`config.mk`:
```
export PLATFORM = sky130hd
export DESIGN_NAME = dmem_arbiter
export DESIGN_NICKNAME = d
export VERILOG_FILES = /design/src/rtl/dmem_arbiter.sv
export SDC_FILE = /design/constraint.sdc
export NUM_CORES = 1
export LEC_CHECK = 0
export BUFFER_PORTS_ARGS = -buffer_cell sky130_fd_sc_hd__buf_4
export CORE_ASPECT_RATIO = 0.8
export CORE_MARGIN = 4
export CORE_UTILIZATION = 35
export CTS_CLUSTER_SIZE = 8
export DETAILED_ROUTE_END_ITERATION = 8
export GPL_TIMING_DRIVEN = 0
export PLACE_DENSITY = 0.77
export SYNTH_ARGS = -nofsm -noshare
export SYNTH_HDL_FRONTEND = slang
export SYNTH_SLANG_ARGS = --single-unit
```
`constraint.sdc`:
```
create_clock -name CLK -period 1.6 [get_ports CLK]
set_clock_uncertainty 0.1 [all_clocks]
set_input_delay 0.48 -clock CLK [delete_from_list [all_inputs] [get_ports CLK]]
set_output_delay 0.48 -clock CLK [all_outputs]
set_load 0.01 [all_outputs]
```
`src/rtl/dmem_arbiter.sv`:
```
// Round-robin arbiter sharing one single-port synchronous data RAM between the CPU (port 0) and the loader (port 1).
// One access in flight: RAM strobed in ISSUE, ACK/RDATA returned in DONE; the port just served is masked for that cycle.
module dmem_arbiter #(
  parameter int AW = 8,
  parameter int DW = 8
) (
  input  logic          CLK,
  input  logic          RESET,
  input  logic          REQ0,
  input  logic          WE0,
  input  logic [AW-1:0] ADDR0,
  input  logic [DW-1:0] WDATA0,
  input  logic          REQ1,
  input  logic          WE1,
  input  logic [AW-1:0] ADDR1,
  input  logic [DW-1:0] WDATA1,
  output logic          ACK0,
  output logic [DW-1:0] RDATA0,
  output logic          ACK1,
  output logic [DW-1:0] RDATA1,
  output logic          STALL,
  output logic          RAM_EN,
  output logic          RAM_WE,
  output logic [AW-1:0] RAM_ADDR,
  output logic [DW-1:0] RAM_WDATA,
  input  logic [DW-1:0] RAM_RDATA
);

  typedef enum logic [1:0] {IDLE, ISSUE, DONE} state_t;

  state_t        state_q, state_d;
  logic          sel_q, sel_d;
  logic          last_q, last_d;
  logic          ram_en_q, ram_en_d;
  logic          ram_we_q, ram_we_d;
  logic [AW-1:0] ram_addr_q, ram_addr_d;
  logic [DW-1:0] ram_wdata_q, ram_wdata_d;

  logic cand0, cand1, grant, win;

  // In DONE the port being acknowledged is still holding REQ; mask it so it is not served twice.
  assign cand0 = REQ0 & ~((state_q == DONE) & ~sel_q);
  assign cand1 = REQ1 & ~((state_q == DONE) &  sel_q);
  assign grant = cand0 | cand1;
  assign win   = (cand0 & cand1) ? ~last_q : cand1;

  always_comb begin
    state_d     = state_q;
    sel_d       = sel_q;
    last_d      = last_q;
    ram_en_d    = 1'b0;
    ram_we_d    = 1'b0;
    ram_addr_d  = ram_addr_q;
    ram_wdata_d = ram_wdata_q;
    case (state_q)
      ISSUE: begin
        state_d = DONE;
        last_d  = sel_q;
      end
      IDLE, DONE: begin
        if (grant) begin
          state_d     = ISSUE;
          sel_d       = win;
          ram_en_d    = 1'b1;
          ram_we_d    = win ? WE1    : WE0;
          ram_addr_d  = win ? ADDR1  : ADDR0;
          ram_wdata_d = win ? WDATA1 : WDATA0;
        end else begin
          state_d = IDLE;
        end
      end
      default: state_d = IDLE;
    endcase
  end

  // LAST resets to port 1 so port 0 wins the first tie.
  always_ff @(posedge CLK) begin
    if (RESET) begin
      state_q     <= IDLE;
      sel_q       <= 1'b0;
      last_q      <= 1'b1;
      ram_en_q    <= 1'b0;
      ram_we_q    <= 1'b0;
      ram_addr_q  <= '0;
      ram_wdata_q <= '0;
    end else begin
      state_q     <= state_d;
      sel_q       <= sel_d;
      last_q      <= last_d;
      ram_en_q    <= ram_en_d;
      ram_we_q    <= ram_we_d;
      ram_addr_q  <= ram_addr_d;
      ram_wdata_q <= ram_wdata_d;
    end
  end

  assign ACK0      = (state_q == DONE) & ~sel_q;
  assign ACK1      = (state_q == DONE) &  sel_q;
  assign RDATA0    = ACK0 ? RAM_RDATA : '0;
  assign RDATA1    = ACK1 ? RAM_RDATA : '0;
  assign STALL     = REQ0 & ~ACK0;
  assign RAM_EN    = ram_en_q;
  assign RAM_WE    = ram_we_q;
  assign RAM_ADDR  = ram_addr_q;
  assign RAM_WDATA = ram_wdata_q;

endmodule
```
# Yosys cells after proc, flatten, opt, wreduce, memory -nomap -nowiden
# Index checks and enable logic that the tools add are counted.
[op_classes]
shifts = 0
n_reduce_logical = 5
add_sub_neg = 0
n_mux = 9
bitwise = 12
div = 0
n_eq_ne = 2
mul = 0
magnitude_cmp = 0
[ops]
columns = ["op", "count"]
rows = [
  ["$mux W8", 4],
  ["$not A1 Y1", 6],
  ["$and A1 B1 Y1", 5],
  ["$mux W1", 4],
  ["$pmux W2 S2", 1],
  ["$reduce_or A2 Y1", 2],
  ["$reduce_or A3 Y1", 1],
  ["$eq A2 B1 Y1 const B", 1],
  ["$eq A2 B2 Y1 const B", 1],
  ["$logic_not A2 Y1", 1],
  ["$reduce_and A2 Y1", 1],
  ["$or A1 B1 Y1", 1],
]
[word_totals]
word_cells = 35
mem_bits_ro = 0
latchBits = 0
input_bits = 46
ramBits = 0
memories = 0
ff_bits = 22
output_inout_bits = 37

# Logic depth before layout (Yosys ltp)
[logic_depth]
word_depth = 7
mapped_depth = 6
depth_no_buf = 4

# Worst setup path after synthesis
# OpenSTA, ideal clock, no wires.
[synth_path]
path_kind = "input port to flip-flop"
start = "input REQ1"
end = "register ram_addr_q[0], in the netlist RAM_ADDR[0]"
setup_time_ns = 0.091
arrival_ns = 1.582
slack_ns = -0.173
required_time_ns = 1.409
n_path_buf = 1
path_stages = 5
path_cell_list = "a21bo_2 > a221oi_2 > buf_2 > nor2_1 > a311oi_1"
[synth_between]
elab_chain_cells = 4
word_cells_on_any_way = 6
cone_classes = "2 x mux; 3 x bitwise; 1 x reduce/logical"
[synth_lines]
columns = ["item", "line", "source"]
rows = [
  ["start, declared", "13", "input logic REQ1,"],
  ["$and A1 B1 Y1 *", "43", "assign cand1 = REQ1 & ~((state_q == DONE) & sel_q);"],
  ["$and A1 B1 Y1", "45", "assign win = (cand0 & cand1) ? ~last_q : cand1;"],
  ["$mux W1", "45", ""],
  ["$mux W8", "66", "ram_addr_d = win ? ADDR1 : ADDR0;"],
  ["end signal, assigned", "92", "ram_addr_q <= ram_addr_d;"],
  ["end, declared", "36", "logic [AW-1:0] ram_addr_q, ram_addr_d;"],
]
# Every way passes the cells marked *; elsewhere a longest branch is shown, timed or not.
# A chain may end at the register's enable or synchronous reset.

# Worst setup path after layout
[layout_path]
start = "register state_q[0]"
end = "output RDATA1[6]"
[layout_between]
elab_chain_cells = 3
[layout_lines]
columns = ["item", "line", "source"]
rows = [
  ["start, declared", "31", "state_t state_q, state_d;"],
  ["start signal, assigned", "87", "state_q <= state_d;"],
  ["$eq A2 B2 Y1", "98", "assign ACK1 = (state_q == DONE) & sel_q;"],
  ["$and A1 B1 Y1", "98", ""],
  ["$mux W8", "100", "assign RDATA1 = ACK1 ? RAM_RDATA : '0;"],
  ["end, declared", "20", "output logic [DW-1:0] RDATA1,"],
]
# Every way passes these cells.

==> metrics.md <==
| Metric | Value |
|---|---|
| Worst setup SP type | `flip-flop` |
| Core region area | `0.002850 sq mm` |
| Chip Height | `57.68 microns` |
| Detailed Route Iter0 Violations | `52` |
| RSZ-0062 raised after global routing | `yes` |
| CTS Hold Buffers Added | `0` |
| Outcome | `complete, but fails checks` |
| Final worst slack | `-0.2679 ns` |
| Hold WC Path Type | `input port to flip-flop` |
| HP Start | `WE1` |
| Antenna violations before repair | `0` |
| Req. time, crit path | `1.02 ns` |
| Chip Width | `70.10 microns` |
| Synth cell types | `22` |
| Final Slew Violations | `0` |
| Critical-path maximum fanout | `5` |
| Clock Path Buffers | `2` |
| Ports | `83` |
| Share of cells above drive strength 1 | `0.6929` |
| Htree depth | `1` |
| Final WL | `5.167 mm` |
| RR Endpoint | `RAM_ADDR[3]$_SDFFE_PP0P_` |
| Clock period minus worst slack | `1.868 ns` |
| Worst-Margin Slew | `0.6306 ns` |
| Crit path DAT | `1.29 ns` |
| Final count of hold timing violations | `0` |
| GR Overflow Total | `0` |
| CTS tree | `done` |
| Post-Place Cells | `254` |
| Ys async rst share | `0` |
| Clk sinks | `22` |
| Synthesized net count | `180` |
| Final period util | `1.167` |
| First-pass GRT wire length | `7.396 mm` |
| Leakage | `1.114 nW` |
| Gpl congestion | `0.8821` |
| Vias in the first global route | `1493` |
| Worst R2R Path Depth | `7` |
| N_diodes | `0` |
| Final net count | `288` |
| Slew Limit Headroom | `0.5796` |
| Average wire per standard cell | `18.52 microns` |
| Post-Syn Instances | `134` |
| Pwr dens | `775.4 mW/mm^2` |
| DRC violations left | `0` |
| WS Path Type | `flip-flop to primary output` |
| FILL cells | `159` |
| Total CTS buffers | `3` |
| Via Count | `1458` |
| Setup tns final | `-6.448 ns` |
| Hold Crit Endpoint | `RAM_WE$_SDFF_PP0_` |
| Slack of the worst reg-to-reg path | `-0.16 ns` |
| Via-per-instance ratio | `5.226` |
| # setup viols final | `37` |
| CTS clk-pin slew, worst paths | `0.08 ns` |
| CTS root buffer | `clkbuf_8` |
| Total GRT Usage | `0.2341` |
| VDD IR max | `571.0 uV` |
| Initial DRT Pass Iterations | `4` |
| HPWL Detailed | `2.916 mm` |
| Hold Crit Depth | `3` |
| Yosys reg bits | `22` |
| Fmax | `535.4 MHz` |
| Initial core utilization | `0.3788` |
| Row count | `17` |
| Post-synthesis sequential area ratio | `0.4079` |
| Routed Antenna Nets | `0` |
| DIE AREA | `0.004043 sq mm` |
| Area grow syn2layout | `117.7%` |
| Buffers on Ports | `82` |
| Max Cap Violations | `0` |
| Post-synth EDFFs | `0` |
| FF-to-FF Start | `state_q[1]$_SDFF_PP0_` |
| Hold_ws | `0.3592 ns` |
| Post-route insts no fill | `279` |
| Crit end category | `primary output` |
| Synth Warn # | `0` |
| Largest net degree at the start of global routing | `14` |
| Clock Latency Late Sink | `0.26 ns` |
| Post-Syn Area per Cell | `8.058 sq um` |
| Post-Synthesis Cell Area | `0.001080 sq mm` |
| Violated checks | `setup timing` |
| Synth Flop Type | `dfxtp_1` |
[stage by stage]
stage / instance area [sq um] / utilization / power (mW) / setup WS [ns]
after floorplan: 1145 / - / 0.8777 / -0.04811
after global placement: 1808 / 0.6343 / 1.097 / -0.2811
after detailed placement: 1808 / 0.6343 / 1.109 / -0.3256
after CTS: 2240 / 0.7858 / 1.738 / -0.2280
after global routing: 2351 / 0.8248 / 1.900 / -0.3191
final: 2351 / 0.8248 / 1.823 / -0.2679
[per-layer routing]
| layer | global-route usage | wire length (microns) |
|---|---|---|
| met1 | 0.2423 | 1901 |
| met2 | 0.4495 | 2718 |
| met3 | 0.07452 | 428 |
| met4 | 0.07923 | 118 |
| met5 | 0 | 0 |
[worst max-delay path by stage]
stage / from / to / slack [ns] / depth (start not counted)
after floorplan: state_q[0]$_SDFF_PP0_ / RAM_ADDR[4]$_SDFFE_PP0P_ / -0.05 / 6
after global placement: REQ1 / RAM_WDATA[1]$_SDFFE_PP0P_ / -0.28 / 6
after detailed placement: REQ1 / RAM_ADDR[2]$_SDFFE_PP0P_ / -0.33 / 6
after CTS: state_q[0]$_SDFF_PP0_ / RDATA1[4] / -0.23 / 4
after global routing: state_q[0]$_SDFF_PP0_ / RDATA1[3] / -0.32 / 4
final: state_q[0]$_SDFF_PP0_ / RDATA1[6] / -0.27 / 4
[cell families (layout without fill, tap and decap cells)]
kind of cell    Yosys count  count (layout)  share of synthesized area
simple gates             73              73                     0.3140
compound gates           27              27                     0.2190
flops                    22              22                     0.4079
buf+inv                  12             119                    0.05909
[placed cells by master (no fill, tap or decap), drive strengths merged, types with 4 or more instances in the layout]
master  count
buf       109
o21ai       4
nand2      35
a31oi       4
inv         4
a311oi     13
nor2       17
dfxtp      22
clkbuf      5
and2       18
[layout make-up]
cell class                      count  area, sq um  share of cell area
Clock inverter                      1        30.03             0.01277
Clock buffer                        3        41.29             0.01756
Timing Repair Buffer              104        920.9              0.3917
Inverter                            4        15.01            0.006386
Buffer                              7        92.59             0.03938
Sequential cell                    22        451.7              0.1921
Multi-Input combinational cell    100        752.0              0.3199
Tap cell                           38        47.55             0.02022
[synth_stat cells, drive strengths merged, types with 3 or more instances]
master  instances  area share
and2           18        0.11
inv             4       0.014
a31oi           4       0.023
buf             5       0.035
o21ai           4       0.019
nand2          35        0.12
clkbuf          3       0.010
dfxtp          22        0.41
nor2           17       0.059
a311oi         13        0.12
[repair_timing]
item,in CTS,in global routing
gates cloned,3,1
pin swaps,30,17
setup buffers,17,3
resized for setup,66,28
endpoints found under the setup margin,37,38
[critical path, stage by stage (launching register included)]
cell	delay, ns
dfxtp_4	0.36
and3b_2	0.29
buf_6	0.14
and2_4	0.14
buf_6	0.09
[sequential cells by signal, summed over array words and instances (netlist names)]
name and cells:
RAM_EN 1, sel_q 1, state_q 2, RAM_WDATA 8
RAM_WE 1, RAM_ADDR 8, last_q 1
[power by group]
| group | total, mW | leakage [nW] | switching (mW) | internal (mW) |
|---|---|---|---|---|
| logic | 0.658 | 0.893 | 0.290 | 0.368 |
| registers | 0.652 | 0.185 | 0.0462 | 0.606 |
| clock network | 0.513 | 0.0357 | 0.179 | 0.334 |
Power figures use the tool's default switching activity.
